`src/rtl/nvdla_rdma_reg_pkg.sv`:
```
// Shared definitions for the RDMA single-register slice: offsets, group status
// encoding and ERR register field positions.
package nvdla_rdma_reg_pkg;

  localparam logic [11:0] RDMA_S_STATUS      = 12'h000;
  localparam logic [11:0] RDMA_S_POINTER     = 12'h004;
  localparam logic [11:0] RDMA_S_INTR_MASK   = 12'h008;
  localparam logic [11:0] RDMA_S_INTR_STATUS = 12'h00C;
  localparam logic [11:0] RDMA_S_ERR         = 12'h010;

  typedef enum logic [1:0] {
    IDLE    = 2'd0,
    RUNNING = 2'd1,
    PENDING = 2'd2
  } rdma_status_e;

  localparam int ERR_RO_BIT    = 0;
  localparam int ERR_UNDEF_BIT = 1;
  localparam int ERR_OFF_LSB   = 16;
  localparam int ERR_OFF_MSB   = 27;
  localparam int CONSUMER_LSB  = 16;

endpackage

```
`src/rtl/nvdla_rdma_intr_tracker.sv`:
```
// Per-group completion detection (RUNNING -> IDLE), masked W1C pending bits and
// the registered level interrupt.
module nvdla_rdma_intr_tracker
  import nvdla_rdma_reg_pkg::*;
#(
  parameter int NUM_GROUPS = 2
) (
  input  logic                    clk_i,
  input  logic                    rst_i,
  input  logic [2*NUM_GROUPS-1:0] status_i,
  input  logic                    mask_wr_i,
  input  logic                    pend_w1c_i,
  input  logic [NUM_GROUPS-1:0]   wr_data_i,
  output logic [NUM_GROUPS-1:0]   mask_o,
  output logic [NUM_GROUPS-1:0]   pending_o,
  output logic                    intr_o
);

  logic [2*NUM_GROUPS-1:0] status_prev_q;
  logic [NUM_GROUPS-1:0]   mask_q, mask_d;
  logic [NUM_GROUPS-1:0]   pending_q, pending_d;
  logic [NUM_GROUPS-1:0]   done;
  logic [NUM_GROUPS-1:0]   clr;
  logic                    intr_q, intr_d;

  always_comb begin
    done = '0;
    for (int g = 0; g < NUM_GROUPS; g++) begin
      done[g] = (status_prev_q[2*g +: 2] == RUNNING) && (status_i[2*g +: 2] == IDLE);
    end
    mask_d    = mask_wr_i ? wr_data_i : mask_q;
    clr       = pend_w1c_i ? wr_data_i : '0;
    // A hardware completion in the same cycle as a W1C on that bit wins.
    pending_d = (pending_q & ~clr) | done;
    intr_d    = |(pending_q & mask_q);
  end

  always_ff @(posedge clk_i) begin
    if (rst_i) begin
      status_prev_q <= '0;
      mask_q        <= '0;
      pending_q     <= '0;
      intr_q        <= 1'b0;
    end else begin
      status_prev_q <= status_i;
      mask_q        <= mask_d;
      pending_q     <= pending_d;
      intr_q        <= intr_d;
    end
  end

  assign mask_o    = mask_q;
  assign pending_o = pending_q;
  assign intr_o    = intr_q;

endmodule

```
`src/rtl/nvdla_rdma_reg_single_multi.sv`:
```
// Shared RDMA register slice: address decode, producer pointer, sticky ERR
// capture and the zero-latency read mux; interrupt state lives in the tracker.
module nvdla_rdma_reg_single_multi
  import nvdla_rdma_reg_pkg::*;
#(
  parameter int NUM_GROUPS = 2
) (
  input  logic                          nvdla_core_clk,
  input  logic                          nvdla_core_rst,
  input  logic [11:0]                   reg_offset,
  input  logic [31:0]                   reg_wr_data,
  input  logic                          reg_wr_en,
  output logic [31:0]                   reg_rd_data,
  input  logic [$clog2(NUM_GROUPS)-1:0] consumer,
  input  logic [2*NUM_GROUPS-1:0]       status,
  output logic [$clog2(NUM_GROUPS)-1:0] producer,
  output logic                          intr
);

  localparam int PTR_W = $clog2(NUM_GROUPS);

  logic [PTR_W-1:0]      producer_q, producer_d;
  logic [1:0]            err_bits_q, err_bits_d;
  logic [11:0]           err_off_q, err_off_d;
  logic [1:0]            err_set;
  logic                  mask_wr, pend_w1c;
  logic [NUM_GROUPS-1:0] mask, pending;
  logic                  unused_wr_bits;

  assign unused_wr_bits = ^reg_wr_data;

  always_comb begin
    producer_d = producer_q;
    err_bits_d = err_bits_q;
    err_off_d  = err_off_q;
    err_set    = '0;
    mask_wr    = 1'b0;
    pend_w1c   = 1'b0;
    if (reg_wr_en) begin
      case (reg_offset)
        RDMA_S_STATUS:      err_set[ERR_RO_BIT] = 1'b1;
        RDMA_S_POINTER:     producer_d = reg_wr_data[PTR_W-1:0];
        RDMA_S_INTR_MASK:   mask_wr = 1'b1;
        RDMA_S_INTR_STATUS: pend_w1c = 1'b1;
        RDMA_S_ERR: begin
          err_bits_d = err_bits_q & ~reg_wr_data[1:0];
          if (err_bits_d == 2'b00) err_off_d = '0;
        end
        default:            err_set[ERR_UNDEF_BIT] = 1'b1;
      endcase
    end
    // Only the first offending offset is kept until software clears ERR.
    if (err_set != 2'b00) begin
      if (err_bits_q == 2'b00) err_off_d = reg_offset;
      err_bits_d = err_bits_q | err_set;
    end
  end

  always_ff @(posedge nvdla_core_clk) begin
    if (nvdla_core_rst) begin
      producer_q <= '0;
      err_bits_q <= '0;
      err_off_q  <= '0;
    end else begin
      producer_q <= producer_d;
      err_bits_q <= err_bits_d;
      err_off_q  <= err_off_d;
    end
  end

  nvdla_rdma_intr_tracker #(
    .NUM_GROUPS(NUM_GROUPS)
  ) u_intr_tracker (
    .clk_i      (nvdla_core_clk),
    .rst_i      (nvdla_core_rst),
    .status_i   (status),
    .mask_wr_i  (mask_wr),
    .pend_w1c_i (pend_w1c),
    .wr_data_i  (reg_wr_data[NUM_GROUPS-1:0]),
    .mask_o     (mask),
    .pending_o  (pending),
    .intr_o     (intr)
  );

  always_comb begin
    reg_rd_data = '0;
    case (reg_offset)
      RDMA_S_STATUS:      reg_rd_data[2*NUM_GROUPS-1:0] = status;
      RDMA_S_POINTER: begin
        reg_rd_data[PTR_W-1:0]             = producer_q;
        reg_rd_data[CONSUMER_LSB +: PTR_W] = consumer;
      end
      RDMA_S_INTR_MASK:   reg_rd_data[NUM_GROUPS-1:0] = mask;
      RDMA_S_INTR_STATUS: reg_rd_data[NUM_GROUPS-1:0] = pending;
      RDMA_S_ERR: begin
        reg_rd_data[1:0]                     = err_bits_q;
        reg_rd_data[ERR_OFF_MSB:ERR_OFF_LSB] = err_off_q;
      end
      default:            reg_rd_data = '0;
    endcase
  end

  assign producer = producer_q;

endmodule

```
`config.mk`:
```
export PLATFORM = sky130hd
export DESIGN_NAME = nvdla_rdma_reg_single_multi
export DESIGN_NICKNAME = d
export VERILOG_FILES = /design/src/rtl/nvdla_rdma_reg_pkg.sv /design/src/rtl/nvdla_rdma_intr_tracker.sv /design/src/rtl/nvdla_rdma_reg_single_multi.sv
export SDC_FILE = /design/constraint.sdc
export NUM_CORES = 1
export LEC_CHECK = 0
export ABC_CLOCK_PERIOD_IN_PS = 2650
export BUFFER_PORTS_ARGS = -buffer_cell sky130_fd_sc_hd__buf_2
export CELL_PAD_IN_SITES_DETAIL_PLACEMENT = 1
export CELL_PAD_IN_SITES_GLOBAL_PLACEMENT = 1
export CORE_UTILIZATION = 32
export DETAILED_ROUTE_END_ITERATION = 16
export PLACE_DENSITY_LB_ADDON = 0.2
export SLEW_MARGIN = 20
export SYNTH_ARGS = -nofsm -noshare
export SYNTH_HDL_FRONTEND = slang
export SYNTH_SLANG_ARGS = --single-unit
```
`constraint.sdc`:
```
create_clock -name nvdla_core_clk -period 2.65 [get_ports nvdla_core_clk]
set_clock_uncertainty 0.1 [all_clocks]
set_input_delay 0.53 -clock nvdla_core_clk [delete_from_list [all_inputs] [get_ports nvdla_core_clk]]
set_output_delay 0.53 -clock nvdla_core_clk [all_outputs]
set_load 0.005 [all_outputs]
```
==> results of run 1 <==
logic make-up (layout without fill, tap and decap cells):
kind of cell	count (synthesis)	count (layout)
buf+inv	33	54
compound gates	30	30
xor+xnor	1	1
other cells	1	16
mux	17	17
simple gates	60	60
flops	24	24
per-stage QoR:
step	cells	total power [mW]	utilization	area, sq um
after global placement	250	0.496	0.375	1630
final	254	0.819	0.392	1710
after global routing	254	0.863	0.392	1710
after floorplan	181	0.479	-	1500
after detailed placement	250	0.502	0.375	1630
after CTS	254	0.832	0.392	1710
power breakdown:
group	total [mW]	internal, mW	switching (mW)
registers	0.385	0.377	0.00805
clock network	0.326	0.202	0.124
logic	0.108	0.0436	0.0642
total	0.819	0.623	0.196
metal layers:
metal,part of all wire,wire [um],vias up
met5,0,0,-
met4,0.030,117,0
met2,0.48,1890,38
met1,0.45,1750,637
li1,-,-,637
met3,0.038,150,10
critical path: cells and delay by family:
kind	cells	cell delay, ns
buffers and inverters	2	0.21
and+or+nand+nor	3	1.16
Yosys cell counts, drive strengths merged, types with 3 or more instances:
| master | n |
|---|---|
| mux2i | 15 |
| and3 | 14 |
| dfxtp | 24 |
| a22oi | 3 |
| o21ai | 5 |
| o211ai | 12 |
| nand4 | 3 |
| nor2b | 5 |
| nand2 | 17 |
| a21oi | 3 |
| clkbuf | 8 |
| inv | 4 |
| nor2 | 9 |
| buf | 21 |
area by class of cell:
| cell class | count | share of cell area |
|---|---|---|
| Inverter | 4 | 0.00880 |
| Multi-Input combinational cell | 124 | 0.484 |
| Tap cell | 52 | 0.0382 |
| Sequential cell | 24 | 0.282 |
| Clock buffer | 3 | 0.0242 |
| Timing Repair Buffer | 46 | 0.145 |
| Clock inverter | 1 | 0.0176 |
sequential cells by signal (all words and copies together) (netlist names):
signal and count:
producer 1, err_bits_q 2, err_off_q 12, u_intr_tracker.status_prev_q 4
u_intr_tracker.pending_o 2, u_intr_tracker.mask_o 2, u_intr_tracker.intr_o 1
how the worst min path moves through the flow:
stage | from | to | slack, ns | cells after the start
global route | status[2] | u_intr_tracker.status_prev_q[2] | 0.41 | 2
detailed placement | u_intr_tracker.mask_o[0] | u_intr_tracker.mask_o[0] | 0.37 | 2
global placement | u_intr_tracker.mask_o[0] | u_intr_tracker.mask_o[0] | 0.36 | 2
finish | u_intr_tracker.mask_o[0] | u_intr_tracker.mask_o[0] | 0.39 | 2
floorplan | u_intr_tracker.mask_o[0] | u_intr_tracker.mask_o[0] | 0.35 | 2
CTS | u_intr_tracker.mask_o[0] | u_intr_tracker.mask_o[0] | 0.39 | 2
==> metrics, run 1 <==
GPL Wtd Cong=0.800; r2r endpoint=err_off_q[4]; Reg area=480 sq um; Post-DP HPWL=2890 um; met1 GRT Util=0.196; Vias=1322; Setup CP Type=in -> out; WP data required=2.02 ns; Synth top area share=0.332; Fin Setup TNS=0 ns; routed vias/inst=5.20; PortBufs=39; setup bufs post-CTS=0; area share of fa/ha/maj cells after synthesis=0; worst path cell trace=buf_2, nor3_1, and3_1, and3_1, buf_2; final number of max-transition violations=0; met3 Use GR=0.0291; worst skew pair latency=0.27 ns; most frequent cells in the layout=39 x buf_2, 24 x dfxtp_1, 17 x nand2_1, 16 x conb_1, 15 x mux2i_1; synthesized cell area=1450 sq um; CTS-repair resized insts=0; CP startpoint kind=input port; Fmax=between 300 and 400 MHz; ys async rst share=0; clock sink count=24; Syn Inst Count=about 170; Synth cell types=35; routed len/inst=about 15 um; worst rel slew slack=0.279; slack of the critical path=0.112 ns; first-pass GRT wire length=6400 um; CTS tree=yes; Total GRT Usage=0.166; fin nets=255; RSZ-0062 raised after global routing=false; Worst-Margin Slew=around 1.1 ns; top_reg_cell synth=dfxtp_1; syn_area_per_cell=8.71 sq um; xor/xnor share of the synthesized area=0.00606; Ports=86; flops & latches, synth=24; busiest layer in global routing=met2; worst setup path startpoint=reg_offset[5]; post-route antenna net violation count=0; Hold Path Class=reg -> reg; Filler cells=about 530; complex-gate fraction of the synthesized area=0.161; Horiz. Die Dim=69.2 um; Num CTS Buffers=3; Data arrival, critical path=1.91 ns; Pwr per Cell Area=480 nW/um^2; CP max-delay cell=and3_1; # setup viols final=0; layout cells sized above 1=0.287; Leak=between 0.8 and 0.9 nW; die span in y=69.2 um; Worst R2R Start=err_bits_q[0]; WHS=0.387 ns; synth warn=0; EDFF count, synth=0; crit path capture=reg_rd_data[19]; vias in the first global route=around 1400; largest family of logic cells by synthesized area=simple AND/OR/NAND/NOR gates; CP max stage delay=0.55 ns; met2 GRT Util=0.286; Yosys top cell by area=dfxtp_1; Placement Setup Slack=0.0924 ns; Clock Pin Slew Worst Setup and Hold Paths=0.09 ns; Clock Tree Buf Depth=2; Worst Setup End Kind=primary output; Worst R2R Path Depth=2; die footprint=4790 sq um; R2R Setup Slk=0.86 ns; residual DRC count=0; Peak VDD IR=roughly 0.18 mV; Fin. Hold Viols=0; H-tree levels=1; pin count of the biggest net entering global routing=17; Core Area=4350 sq um; worst-path maximum fanout=13; top post-synthesis cells by area=dfxtp_1 33%, mux2i_1 10%, buf_4 8.3%, o211ai_1 6.2%, and3_1 6.1%; # rows=24; DR pass1 iterations=2; status=finished clean; initial antenna violation count=0; commonest non-fill, non-tap cell in the layout=buf_2; hold buffer count at cts=0; # Max-Cap Violations=0; multi-input logic area=826 sq um; Area Overhead vs Synth=17.9%; number of diodes=0; simple-gate share of the synthesized area=0.235; Initial Util=0.332; drt initial violations=32; Seq/Total Area, Yosys=0.332; period utilization=0.958; clock root buffer=clkbuf_8; mux share of post-synthesis cell area=0.127; Total Wirelength=3910 um; total grt overflow=0; minimum clock period=2.54 ns
Note: power is estimated with default switching activity, not from simulation.
==> inputs of run 2 (changes only) <==
--- a/config.mk
+++ b/config.mk
@@ -5,11 +5,12 @@
 export SDC_FILE = /design/constraint.sdc
 export NUM_CORES = 1
 export LEC_CHECK = 0
+export ABC_AREA = 1
 export ABC_CLOCK_PERIOD_IN_PS = 2650
 export BUFFER_PORTS_ARGS = -buffer_cell sky130_fd_sc_hd__buf_2
 export CELL_PAD_IN_SITES_DETAIL_PLACEMENT = 1
 export CELL_PAD_IN_SITES_GLOBAL_PLACEMENT = 1
-export CORE_UTILIZATION = 32
+export CORE_UTILIZATION = 34
 export DETAILED_ROUTE_END_ITERATION = 16
 export PLACE_DENSITY_LB_ADDON = 0.2
 export SLEW_MARGIN = 20
==> metrics, run 2 <==
status=finished clean (unchanged); CTS-repair resized insts=0 (unchanged); routed len/inst=11.8 um (was 15.4 um); met2 GRT Util=0.304 (was 0.286); Design Area, Final=2020 sq um (was 1710 sq um); Placement Setup Slack=0.393 ns (was 0.0924 ns); area share of fa/ha/maj cells after synthesis=0 (unchanged); CTS tree=yes (unchanged); post-route antenna net violation count=0 (unchanged); worst-path maximum fanout=3 (was 13); layout cells sized above 1=0.336 (was 0.287); Horiz. Die Dim=74.7 um (was 69.2 um); Fin. Hold Viols=0 (unchanged); RSZ-0062 raised after global routing=false (unchanged); Syn Inst Count=262 (was 166); top_reg_cell synth=dfxtp_1 (unchanged); Worst-Margin Slew=0.575 ns (was 1.08 ns); Pwr Total=782 uW (was 819 uW); number of diodes=0 (unchanged); # Max-Cap Violations=0 (unchanged); Peak VDD IR=0.198 mV (was 0.182 mV); Largest Register=err_off_q (unchanged); Synth cell types=29 (was 35); Total Wirelength=4350 um (was 3910 um); Yosys top cell by area=dfxtp_1 (unchanged); Pwr per Cell Area=386 nW/um^2 (was 480 nW/um^2); Clock Tree Buf Depth=2 (unchanged); simple-gate share of the synthesized area=0.385 (was 0.235); worst path bufs/invs=4 (was 2); final number of max-transition violations=0 (unchanged); Leak=1.02 nW (was 0.804 nW); CP max stage delay=0.21 ns (was 0.55 ns); most common cell in the netlist=nand2_1 (was dfxtp_1); PortBufs=39 (unchanged); Core Area=5110 sq um (was 4350 sq um); Synth top area share=0.267 (was 0.332); Cell Area, Placed=1970 sq um (was 1630 sq um); Initial Util=0.352 (was 0.332); met1 GRT Util=0.211 (was 0.196); Worst Setup End Kind=primary output (unchanged); total grt overflow=0 (unchanged); drt initial violations=27 (was 32); synthesized cell area=1800 sq um (was 1450 sq um); most frequent cells in the layout=45 x nand2_1, 42 x inv_1, 39 x buf_2, 27 x nor2_1, 24 x dfxtp_1 (was 39 x buf_2, 24 x dfxtp_1, 17 x nand2_1, 16 x conb_1, 15 x mux2i_1); fin nets=351 (was 255); # setup viols final=0 (unchanged); Clock Pin Slew Worst Setup and Hold Paths=0.09 ns (about the same); CP startpoint kind=input port (unchanged); Total GRT Usage=0.172 (was 0.166); synth warn=0 (unchanged); busiest layer in global routing=met2 (unchanged); synth cell count leaders=45 x nand2_1, 42 x inv_1, 27 x nor2_1 (was 24 x dfxtp_1, 17 x nand2_1, 16 x buf_4); die span in y=74.7 um (was 69.2 um); vias in the first global route=1559 (was 1382); Fmax=440 MHz (was 394 MHz); Largest register FFs=12 (unchanged); Seq/Total Area, Yosys=0.267 (was 0.332); DR pass1 iterations=4 (was 2); minimum clock period=2.27 ns (was 2.54 ns); WHS=0.367 ns (was 0.387 ns); syn_area_per_cell=6.86 sq um (was 8.71 sq um); xor/xnor share of the synthesized area=0 (was 0.00606); largest family of logic cells by synthesized area=simple AND/OR/NAND/NOR gates (unchanged); Num CTS Buffers=3 (unchanged); initial antenna violation count=0 (unchanged); GPL Wtd Cong=0.752 (was 0.800); WP data required=2.02 ns (about the same); Fin Setup TNS=0 ns (unchanged); Post-DP HPWL=3280 um (was 2890 um); slack of the critical path=0.378 ns (was 0.112 ns); Area Overhead vs Synth=12.7% (was 17.9%); H-tree levels=1 (unchanged); Setup CP Type=in -> out (unchanged); residual DRC count=0 (unchanged); mux share of post-synthesis cell area=0 (was 0.127); pin count of the biggest net entering global routing=25 (was 17); routed vias/inst=4.43 (was 5.20); Data arrival, critical path=1.64 ns (was 1.91 ns); biggest regs=err_off_q: 12 flops, u_intr_tracker.status_prev_q: 4 flops (unchanged); worst path cell trace=buf_2, inv_1, nand3_1, nor2_1, nand2_1, inv_1, nand2_1, o2111ai_1, buf_2 (was buf_2, nor3_1, and3_1, and3_1, buf_2); clock root buffer=clkbuf_8 (unchanged); die footprint=5580 sq um (was 4790 sq um); clock sink count=24 (unchanged); # rows=26 (was 24); commonest non-fill, non-tap cell in the layout=nand2_1 (was buf_2); Ports=86 (unchanged); first-pass GRT wire length=7180 um (was 6400 um); worst rel slew slack=0.616 (was 0.279); worst skew pair latency=0.27 ns (about the same); ys async rst share=0 (unchanged); EDFF count, synth=0 (unchanged); met3 Use GR=0.0321 (was 0.0291); CP max-delay cell=nor2_1 (was and3_1); flops & latches, synth=24 (unchanged); top post-synthesis cells by area=dfxtp_1 27%, nand2_1 9.4%, inv_1 8.8%, buf_4 7.5%, nand3_2 6.7% (was dfxtp_1 33%, mux2i_1 10%, buf_4 8.3%, o211ai_1 6.2%, and3_1 6.1%); setup bufs post-CTS=0 (unchanged); critical path's top delay family=simple AND/OR/NAND/NOR gates (unchanged); Vias=1630 (was 1322); hold buffer count at cts=0 (unchanged); period utilization=0.857 (was 0.958); Hold Path Class=reg -> reg (unchanged); complex-gate fraction of the synthesized area=0.140 (was 0.161); Filler cells=704 (was 533)
run 2: changes by cell type in the layout (fill, tap and decap cells not counted), moves of 14 or more:
cell     change
nand2_2     +15
mux2i_1     -15
and3_1      -14
nand2_1     +28
nor2_1      +19
inv_1       +38
run 2: final timing paths:
| kind | from | end | slack [ns] | cells after the start |
|---|---|---|---|---|
| worst max-delay path | reg_offset[5] | reg_rd_data[0] | 0.38 | 9 |
| worst min-delay path | u_intr_tracker.mask_o[1] | u_intr_tracker.intr_o | 0.37 | 2 |
| worst max register to register | err_bits_q[0] | err_off_q[10] | 1.10 | 8 |
| worst min register to register | u_intr_tracker.mask_o[1] | u_intr_tracker.intr_o | 0.37 | 2 |
run 2: worst reg2reg max path: stages (launching register included):
cell and delay, ns:
dfxtp_1 0.35, nand2_1 0.09, nand2_1 0.06, nor2_1 0.11, nand3_2 0.28, nand2_1 0.19, o21ai_0 0.12, nand2_2 0.10
a21oi_2 0.05
run 2: kinds of logic (layout without fill, tap and decap cells):
group | Yosys count | in the layout
flip-flops | 24 | 24
AND/OR/NAND/NOR | 124 | 124
AO/OA/AOI/OAI | 40 | 40
buffers and inverters | 73 | 94
other | 1 | 16
run 2: final cells by class:
class                   count  area (sq um)  share of cell area
clock buffers               4          55.1              0.0272
inverters                  48           180              0.0890
multi-input cells         180          1000               0.496
flip-flops and latches     24           480               0.237
well taps                  70          87.6              0.0433
repair buffers             42           218               0.108
run 2: where the power goes:
group | internal (mW) | total [mW] | leakage, nW | switching (mW)
clock | 0.133 | 0.259 | 0.0288 | 0.126
combinational | 0.0466 | 0.139 | 0.790 | 0.0926
sequential | 0.376 | 0.383 | 0.197 | 0.00744
total | 0.555 | 0.782 | 1.02 | 0.226
run 2: per-stage QoR:
step,utilization,std cells
floorplan,-,277
global placement,0.386,364
detailed placement,0.386,364
CTS,0.396,368
global route,0.396,368
finish,0.396,368
run 2: per-layer routing:
metal  vias up  routed length [um]
met1       743                2040
met5         -                   0
met4         0                  48
met3         5                 173
li1        849                   -
met2        33                2090
